--- config.mk ---
export PLATFORM = sky130hd
export DESIGN_NAME = cla_adder
export DESIGN_NICKNAME = d
export VERILOG_FILES = /design/src/rtl/cla_adder.sv
export SDC_FILE = /design/constraint.sdc
export NUM_CORES = 1
export LEC_CHECK = 0
export ABC_AREA = 1
export CORE_ASPECT_RATIO = 1.2
export CORE_MARGIN = 4
export CORE_UTILIZATION = 50
export CTS_CLUSTER_DIAMETER = 100
export DETAILED_ROUTE_END_ITERATION = 10
export DONT_BUFFER_PORTS = 1
export SYNTH_ARGS = -nofsm -noshare
export SYNTH_HDL_FRONTEND = slang
export SYNTH_SLANG_ARGS = --single-unit
--- constraint.sdc ---
create_clock -name clk -period 0.85 [get_ports clk]
set_clock_uncertainty 0.05 [all_clocks]
set_input_delay 0.17 -clock clk [delete_from_list [all_inputs] [get_ports clk]]
set_output_delay 0.17 -clock clk [all_outputs]
set_load 0.05 [all_outputs]
--- src/rtl/cla_adder.sv ---
// Registered two-level carry-lookahead adder, 1-cycle latency, N a multiple of 4.
// Optional sum saturation on signed overflow: define CLA_ADDER_SAT_EN.

module cla_block4 (
    input  logic [3:0] a,
    input  logic [3:0] b,
    input  logic       cin,
    output logic [3:0] s,
    output logic       gBlk,
    output logic       pBlk
);
    logic [3:0] g;
    logic [3:0] p;
    logic [3:0] c;

    always_comb begin
        g = a & b;
        p = a ^ b;

        c[0] = cin;
        c[1] = g[0] | (p[0] & cin);
        c[2] = g[1] | (p[1] & g[0]) | (p[1] & p[0] & cin);
        c[3] = g[2] | (p[2] & g[1]) | (p[2] & p[1] & g[0])
                    | (p[2] & p[1] & p[0] & cin);

        s    = p ^ c;
        gBlk = g[3] | (p[3] & g[2]) | (p[3] & p[2] & g[1])
                    | (p[3] & p[2] & p[1] & g[0]);
        pBlk = &p;
    end
endmodule

module cla_lookahead #(
    parameter int unsigned NB = 8
) (
    input  logic [NB-1:0] g,
    input  logic [NB-1:0] p,
    output logic [NB:0]   c
);
    logic term;

    // Each block carry-in is a flat OR of G[k] & P[k+1..j-1] products (carry-in 0),
    // so no carry chain passes through the blocks.
    always_comb begin
        c    = '0;
        term = 1'b0;
        for (int unsigned j = 1; j <= NB; j++) begin
            for (int unsigned k = 0; k < j; k++) begin
                term = g[k];
                for (int unsigned m = k + 1; m < j; m++) begin
                    term = term & p[m];
                end
                c[j] = c[j] | term;
            end
        end
    end
endmodule

module cla_adder #(
    parameter int unsigned N = 32
) (
    input  logic         clk,
    input  logic         rst_n,
    input  logic         in_valid,
    input  logic [N-1:0] a,
    input  logic [N-1:0] b,
    output logic         out_valid,
    output logic [N-1:0] sum,
    output logic         carry,
    output logic         overflow
);
    localparam int unsigned NB = N / 4;

    logic [N-1:0] rawSum;
    logic [NB-1:0] blkG;
    logic [NB-1:0] blkP;
    logic [NB:0]   blkC;
    logic         rawOverflow;
    logic [N-1:0] nextSum;

    for (genvar blk = 0; blk < NB; blk++) begin : gBlocks
        cla_block4 uBlock (
            .a    (a[4*blk +: 4]),
            .b    (b[4*blk +: 4]),
            .cin  (blkC[blk]),
            .s    (rawSum[4*blk +: 4]),
            .gBlk (blkG[blk]),
            .pBlk (blkP[blk])
        );
    end

    cla_lookahead #(.NB(NB)) uLookahead (
        .g (blkG),
        .p (blkP),
        .c (blkC)
    );

    always_comb begin
        rawOverflow = (a[N-1] == b[N-1]) && (rawSum[N-1] != a[N-1]);
`ifdef CLA_ADDER_SAT_EN
        if (rawOverflow) begin
            nextSum = a[N-1] ? {1'b1, {(N-1){1'b0}}} : {1'b0, {(N-1){1'b1}}};
        end else begin
            nextSum = rawSum;
        end
`else
        nextSum = rawSum;
`endif
    end

    always_ff @(posedge clk or negedge rst_n) begin
        if (!rst_n) begin
            out_valid <= 1'b0;
            sum       <= '0;
            carry     <= 1'b0;
            overflow  <= 1'b0;
        end else begin
            out_valid <= in_valid;
            if (in_valid) begin
                sum      <= nextSum;
                carry    <= blkC[NB];
                overflow <= rawOverflow;
            end
        end
    end
endmodule

==> results of run 1 <==
## synthesized netlist by cell type
cell,count
nand3b_1,2
and3_1,1
nor2_4,1
nand3_1,16
inv_2,4
o21bai_1,1
dfrtp_1,35
a21o_1,1
nand2_1,102
xnor2_1,13
nand2_4,7
o21ai_0,18
inv_1,21
xor2_1,3
and3_2,1
buf_2,1
nor4_1,1
a21oi_1,15
o21bai_2,1
ha_1,32
buf_1,1
clkbuf_1,5
fa_1,8
a21oi_2,2
nand3_2,4
nor2_1,14
nand2_2,4
o21ai_1,2
nand4_1,2
or2_0,1
a31oi_1,2
## area by class of cell
class | count | area, sq um | area share
inverters | 25 | 98.8 | 0.0218
well taps | 60 | 75.1 | 0.0166
clock buffers | 7 | 76.3 | 0.0168
multi-input cells | 254 | 2160 | 0.477
repair buffers | 100 | 1240 | 0.274
flip-flops and latches | 35 | 877 | 0.193
## final timing paths
check | startpoint | endpoint | slack, ps
setup / recovery | a[13] | sum[29] | -980
hold / removal | rst_n | sum[2] | -480
setup reg to reg | sum[4] | sum[4] | -110
hold reg to reg | sum[0] | sum[0] | 480
max in group asynchronous | rst_n | sum[13] | 1140
min in group clk | in_valid | sum[26] | 10
## flip-flops by register name, summed over array words and instances, names as in the netlist
name / flops
carry: 1
out_valid: 1
overflow: 1
sum: 32
## per-stage QoR
step                hold WS (ps)  cell area, sq um  total power [mW]   util
CTS                         -488              4190              7.67  0.831
global route                -497              4530              8.51  0.899
floorplan                   -176              2890              4.37      -
global placement            -174              3980              6.26  0.788
detailed placement          -174              3980              6.35  0.788
finish                      -476              4530              8.11  0.899
## logic make-up after synthesis
group,Yosys count
AOI/OAI and AO/OA,42
xor gates and xnor gates,16
adders and majority gates,40
DFF,35
and+or+nand+nor,156
buffers and inverters,32
## layer usage
metal	track usage	part of all wire	vias to the layer above
met4	0.0663	0.028	0
met5	0	0	-
met1	0.258	0.38	1235
li1	-	-	1250
met3	0.0528	0.056	21
met2	0.398	0.54	90
## critical path: stages
cell and delay, ps:
ha_4 230, nand2_1 110, nand2_2 90, nand2_2 90, nand2_2 60, a21oi_2 160
nand3_4 130, nand2_4 90, nand2_4 70, nand2_4 80, nand2_4 50, fa_2 380
xnor2_2 160, o21ai_1 90
## timing repair
item	CTS	global route
pin swaps	27	45
hold buffers	1	1
endpoints found under the setup margin	65	67
endpoints found under the hold margin	53	52
setup buffers	5	18
resized for setup	31	52
## power by group through the flow
stage / Sequential, mW / Combinational [mW] / Clock (mW)
2_1_floorplan: 3.21 / 1.16 / 0
3_3_place_gp: 2.33 / 3.93 / 0
3_5_place_dp: 2.34 / 4.01 / 0
4_1_cts: 2.31 / 4.20 / 1.17
5_1_grt: 2.35 / 4.92 / 1.25
6_report: 2.31 / 4.66 / 1.13
==> summary.txt, run 1 <==
Status: complete, but fails checks
Failing checks: hold timing, setup timing
GRT Total Usage: 0.222
Lkg Pwr: 2.18 nW
FF-to-FF path depth: 4
Vias in the first global route: 2,523
Crit end category: register
Worst slew pin tran: 810 ps
Hold WS: -476 ps
Clock Tree Buf Depth: 2
Synthesized area per cell: 8.27 sq um
Mapped Area: 2650 sq um
Comb pwr share: 0.575
Initial Util: 0.526
Dpl ws: -1210 ps
Slew Limit Headroom: 0.458
Cell variety after synth: 31
Drt drc: 0
# diodes: 0
Clock root buffer: clkbuf_8
Switching share of power: 0.399
Syn Inst Count: 321
Syn nets: 428
Worst VDD drop: 0.00102 V
Mux cell area share after synthesis: 0
Fmax: 548 MHz
Net Switching: 3.24 mW
Final worst path period share: 2.15
Htree depth: 2
Warnings, synthesis: 0
Post-Synth XOR/XNOR Area: 0.0528
First-pass GRT wire length: 11.2 mm
Grt ovf: 0
P&R area growth vs syn: 70.9%
Iter 0 DRT Violations: 91
Synth area leader: dfrtp_1
Post-Synth Simple-Gate Area: 0.273
Seq/Total Area, Yosys: 0.330
Dpl hpwl: 5.41 mm
Synth Register Bits: 35
Pre-antenna DRT Iters: 4
GP Congestion: 0.901
Clk network pwr share: 0.140
Most frequent cells in the layout: nand2_1, buf_4, buf_12
DRT antenna net count: 0
Die area: 6540 sq um
WP data arrival: 1950 ps
Commonest non-fill, non-tap cell in the layout: nand2_1
Largest family of logic cells by synthesized area: simple AND/OR/NAND/NOR gates
Number of top-level pins: 102
Initial antenna violation count: 0
Tmin final: 1830 ps
Setup_tns: -32,480 ps
Fin. Hold Viols: 35
Number of port buffers: 0
Fin nets: 528
Worst hold path class: input pin to asynchronous set/reset pin
FILL cells: 221
Non-Filler Instances: 481
Internal power: 4.88 mW
CTS tree: done
Drt via density: 5.40
Req. time, crit path: 970 ps
CTS Buf Count: 5
Critical Path Start Type: input pin
CORE AREA: 5040 sq um
Kind of critical path: input pin to register
Top cell type's share of synthesized area: 0.330
Final wirelength: 8.02 mm
Vias: 2,596
Slew Viols, Final: 0
Setup slack after layout: -976 ps
Sink Count: 35
Flop pwr share: 0.285
Die Height: 87.8 um
Synth Area in Compound Gates: 0.0872
WL/cell: 16.7 um
Setup-failing EPs final: 68
Cells after DPL: 453
Synth area leaders: dfrtp_1, ha_1, nand2_1
Clock transition at the registers of the reported paths: 70 ps
Adder-cell share of the synthesized area: 0.211
Worst-skew pair later-pin latency: 280 ps
Maxcap violations: 0
Unrepaired setup endpoints after global routing: yes
Cell Rows: 28
Crit path max fanout: 3
Pin count of the biggest net entering global routing: 36
Fraction of layout cells with a size suffix above 1: 0.492
Die W: 74.5 um
P per Cell Area: 1790 nW/um^2
No activity file was read; power rests on OpenSTA's default activity.
==> run 2, diff against run 1 <==
- SYNTH_HIERARCHICAL: not set -> 1
==> summary.txt, run 2 <==
Worst VDD drop: 0.00127 V
Largest reg by FF count: sum
GRT Total Usage: 0.226
Lkg Pwr: 2.63 nW
Crit path max fanout: 3
Clock transition at the registers of the reported paths: 70 ps
Warnings, synthesis: 6
Fmax: 467 MHz
Worst hold path class: input pin to asynchronous set/reset pin
Die W: 81.6 um
Unrepaired setup endpoints after global routing: yes
Crit end category: register
RR Startpoint: sum[6]
Reg-to-reg setup timing slack: -90 ps
Cell Rows: 31
Final worst path period share: 2.52
Cells after DPL: 607
RR Endpoint: sum[6]
CORE AREA: 6170 sq um
P&R area growth vs syn: 55.0%
Number of top-level pins: 102
Setup slack after layout: -1290 ps
Clock Tree Buf Depth: 2
Commonest non-fill, non-tap cell in the layout: nand2_1
Maxcap violations: 0
Most frequent cells in the layout: nand2_1, buf_4, inv_1
Critical path origin: a[5]
Max reg flops: 32
CTS Buf Count: 5
Fraction of layout cells with a size suffix above 1: 0.405
Htree depth: 2
Final wirelength: 8.89 mm
Critical Path Start Type: input pin
P per Cell Area: 1670 nW/um^2
Worst path top cell family by delay: compound AO/OA/AOI/OAI gates
Slew Viols, Final: 0
Buf/Inv on CP: 2
Req. time, crit path: 980 ps
Hold WS: -475 ps
Die Height: 96.4 um
Worst-skew pair later-pin latency: 280 ps
Initial antenna violation count: 0
CTS tree: done
Syn Inst Count: 447
Pre-antenna DRT Iters: 4
Dpl ws: -1630 ps
Number of port buffers: 0
Pin count of the biggest net entering global routing: 36
Die area: 7870 sq um
Fin. Hold Viols: 68
CP max stage cell: fa_2
Clock root buffer: clkbuf_8
FF-to-FF path depth: 4
Crit-path cells: ha_4 > nand2_4 > nor2_4 > nor2_4 > o21bai_4 > nor2_4 > a21oi_2 > a21o_1 > a21o_1 > a21o_1 > inv_2 > fa_2 > inv_1 > nand2_1 > nand2_1
Drt drc: 0
DRT antenna net count: 0
Capture point of the worst path: sum[24]
Vias in the first global route: 3,332
WL/cell: 14.0 um
Synthesized area per cell: 7.28 sq um
Initial Util: 0.527
Kind of critical path: input pin to register
# diodes: 0
Failing checks: hold timing, setup timing
First-pass GRT wire length: 13.9 mm
Status: complete, but fails checks
Iter 0 DRT Violations: 76
Non-Filler Instances: 637
Mapped Area: 3250 sq um
Setup-failing EPs final: 66
Slowest Stage Delay on Critical Path: 520 ps
Grt ovf: 0
CP Depth: 15
Vias: 3,169
GP Congestion: 0.825
Tmin final: 2140 ps
Dpl hpwl: 6.47 mm
WP data arrival: 2270 ps
Sink Count: 35
Drt via density: 4.97
Syn nets: 562
Fin nets: 670
-- run 2: final cells by class --
class,instances,area [sq um]
clock buffers,6,82.6
repair buffers,111,1310
well taps,82,103
fillers,404,1130
inverters,72,288
flip-flops and latches,35,876
multi-input cells,330,2380
clock inverters,1,5.00
-- run 2: per-stage QoR --
step | hold slack (ps) | cell area, sq um | total power, mW | TNS [ps] | utilization
6_report | -475 | 5040 | 8.40 | -37050 | 0.817
5_1_grt | -497 | 5040 | 8.89 | -41350 | 0.817
4_1_cts | -483 | 4800 | 8.18 | -34650 | 0.778
3_5_place_dp | -175 | 4460 | 6.64 | -39040 | 0.724
3_3_place_gp | -175 | 4460 | 6.54 | -37510 | 0.724
2_1_floorplan | -176 | 3360 | 4.61 | -31850 | -
-- run 2: how the worst min path moves through the flow --
stage,end,start,cells past startpoint
final,sum[20],rst_n,0
after global routing,sum[20],rst_n,0
after CTS,carry,rst_n,0
after detailed placement,sum[20],rst_n,0
after global placement,sum[20],rst_n,0
after floorplan,carry,rst_n,0
-- run 2: layer usage --
| metal | GRT usage | share of wire |
|---|---|---|
| met5 | 0 | 0 |
| met4 | 0.0679 | 0.017 |
| met3 | 0.0459 | 0.056 |
| met2 | 0.446 | 0.56 |
| met1 | 0.235 | 0.37 |
-- run 2: power by group --
group	internal [mW]	leakage, nW	switching (mW)
clock network	0.636	0.0470	0.599
registers	1.97	0.429	0.347
logic	2.39	2.15	2.46
-- run 2: repair_timing --
action,in CTS,in global routing
resized for setup,33,50
setup endpoints to repair,66,68
hold endpoints to repair,69,69
buffers inserted,20,8
pin swaps,42,39
==> run 3, diff against run 2 <==
- CTS_CLUSTER_DIAMETER: 100 -> 60
- PLACE_DENSITY: not set -> 0.63
==> summary.txt, run 3 (same netlist as run 2, synthesis figures left out) <==
Status: complete, but fails checks
Failing checks: hold timing, setup timing
Net Switching: 3.45 mW
Register area: 876 sq um
Vias in the first global route: 3,367
Drt via density: 5.06
Setup-failing EPs final: 66
Pre-antenna DRT Iters: 4
Cells after DPL: 613
Req. time, crit path: 980 ps
Flop pwr share: 0.271
Die W: 81.6 um
Slew Viols, Final: 0
Switching share of power: 0.404
Pin count of the biggest net entering global routing: 36
DRT antenna net count: 0
First-pass GRT wire length: 14.5 mm
P&R area growth vs syn: 57.3%
Crit path max fanout: 3
Crit end category: register
WP data arrival: 2280 ps
Dpl hpwl: 6.58 mm
Initial Util: 0.527
Comb pwr share: 0.582
Fmax: 465 MHz
Fraction of layout cells with a size suffix above 1: 0.416
FILL cells: 374
Fin nets: 685
Commonest non-fill, non-tap cell in the layout: nand2_1
Max reg flops: 32
Worst hold path class: input pin to asynchronous set/reset pin
Worst VDD drop: 0.00113 V
GRT Total Usage: 0.236
P per Cell Area: 1670 nW/um^2
GP Congestion: 0.794
Unrepaired setup endpoints after global routing: yes
Hold WS: -479 ps
CTS Buf Count: 5
Die Height: 96.4 um
Iter 0 DRT Violations: 90
Largest reg by FF count: sum
Die area: 7870 sq um
Vias: 3,299
Clock transition at the registers of the reported paths: 80 ps
CTS tree: done
Kind of critical path: input pin to register
Internal power: 5.08 mW
Grt ovf: 0
# diodes: 0
Setup_tns: -36,450 ps
Setup slack after layout: -1300 ps
Initial antenna violation count: 0
Most frequent cells in the layout: nand2_1, buf_4, inv_1
Drt drc: 0
Maxcap violations: 0
Footprint of the multi-input gates: 2330 sq um
Final worst path period share: 2.53
Number of port buffers: 0
WL/cell: 14.6 um
Final wirelength: 9.51 mm
Sink Count: 35
Cell Rows: 31
Tmin final: 2150 ps
Lkg Pwr: 2.69 nW
Clock root buffer: clkbuf_8
Clk network pwr share: 0.147
Dpl ws: -1610 ps
Number of top-level pins: 102
Htree depth: 2
Worst-skew pair later-pin latency: 280 ps
Critical Path Start Type: input pin
Clock Tree Buf Depth: 2
Non-Filler Instances: 652
CORE AREA: 6170 sq um
Fin. Hold Viols: 68
-- run 3: cell count changes in the layout (fill, tap and decap cells not counted), moves of 3 or more --
cell     previous run  this run
inv_1              60        56
buf_4              66        80
nand2_2            33        29
inv_2               9        12
nand2_1           139       142
-- run 3: metrics by stage --
| step | util | area (sq um) | total power, mW |
|---|---|---|---|
| after floorplan | - | 3360 | 4.61 |
| final | 0.830 | 5120 | 8.53 |
| after global placement | 0.731 | 4510 | 6.56 |
| after CTS | 0.791 | 4880 | 8.24 |
| after global routing | 0.830 | 5120 | 8.99 |
| after detailed placement | 0.731 | 4510 | 6.66 |
-- run 3: path summary, 6_finish.rpt --
| path | startpoint | endpoint | depth (start not counted) | slack [ps] |
|---|---|---|---|---|
| setup reg to reg | sum[10] | sum[10] | 3 | 0 |
| max in group asynchronous | rst_n | sum[31] | 0 | 1150 |
| min in group clk | in_valid | out_valid | 0 | -130 |
| hold / removal | rst_n | out_valid | 0 | -480 |
| hold reg to reg | sum[26] | sum[26] | 2 | 490 |
| setup / recovery | a[5] | sum[28] | 17 | -1300 |
-- run 3: metal layers --
layer / global-route usage / vias to the layer above / wire, um
met4: 0.0637 / 0 / 118
met2: 0.468 / 107 / 5370
met1: 0.243 / 1564 / 3430
met5: 0 / - / 0
li1: - / 1614 / -
met3: 0.0515 / 14 / 594
-- run 3: power groups by stage --
stage | Combinational, mW | Clock (mW) | Sequential [mW]
floorplan | 1.36 | 0 | 3.25
global placement | 4.21 | 0 | 2.35
detailed placement | 4.30 | 0 | 2.36
CTS | 4.64 | 1.28 | 2.31
global route | 5.29 | 1.35 | 2.35
finish | 4.97 | 1.25 | 2.31
-- run 3: final cells by class --
class,instances,area share
Tap cell,82,0.0201
Timing Repair Buffer,126,0.279
Clock inverter,1,0.000978
Sequential cell,35,0.171
Inverter,72,0.0567
Clock buffer,6,0.0161
Multi-Input combinational cell,330,0.456
-- run 3: repair_timing --
item                                    in CTS  in global routing
resized for setup                           33                 51
endpoints found under the setup margin      66                 68
hold endpoints to repair                    69                 69
pin swaps                                   53                 68
setup buffers                               24                 17
gates cloned                                 0                  0
-- run 3: critical path, stage by stage --
cell and delay (ps):
ha_4 260, nand2_2 50, nor2_2 100, nor2_2 50, o21bai_2 200, nand3_1 130
nor2_2 120, nand2_1 70, a31oi_1 150, nor2_1 70, nand4_1 100, buf_4 120
inv_2 30, fa_2 520, inv_1 40, nand2_1 40, nand2_1 50
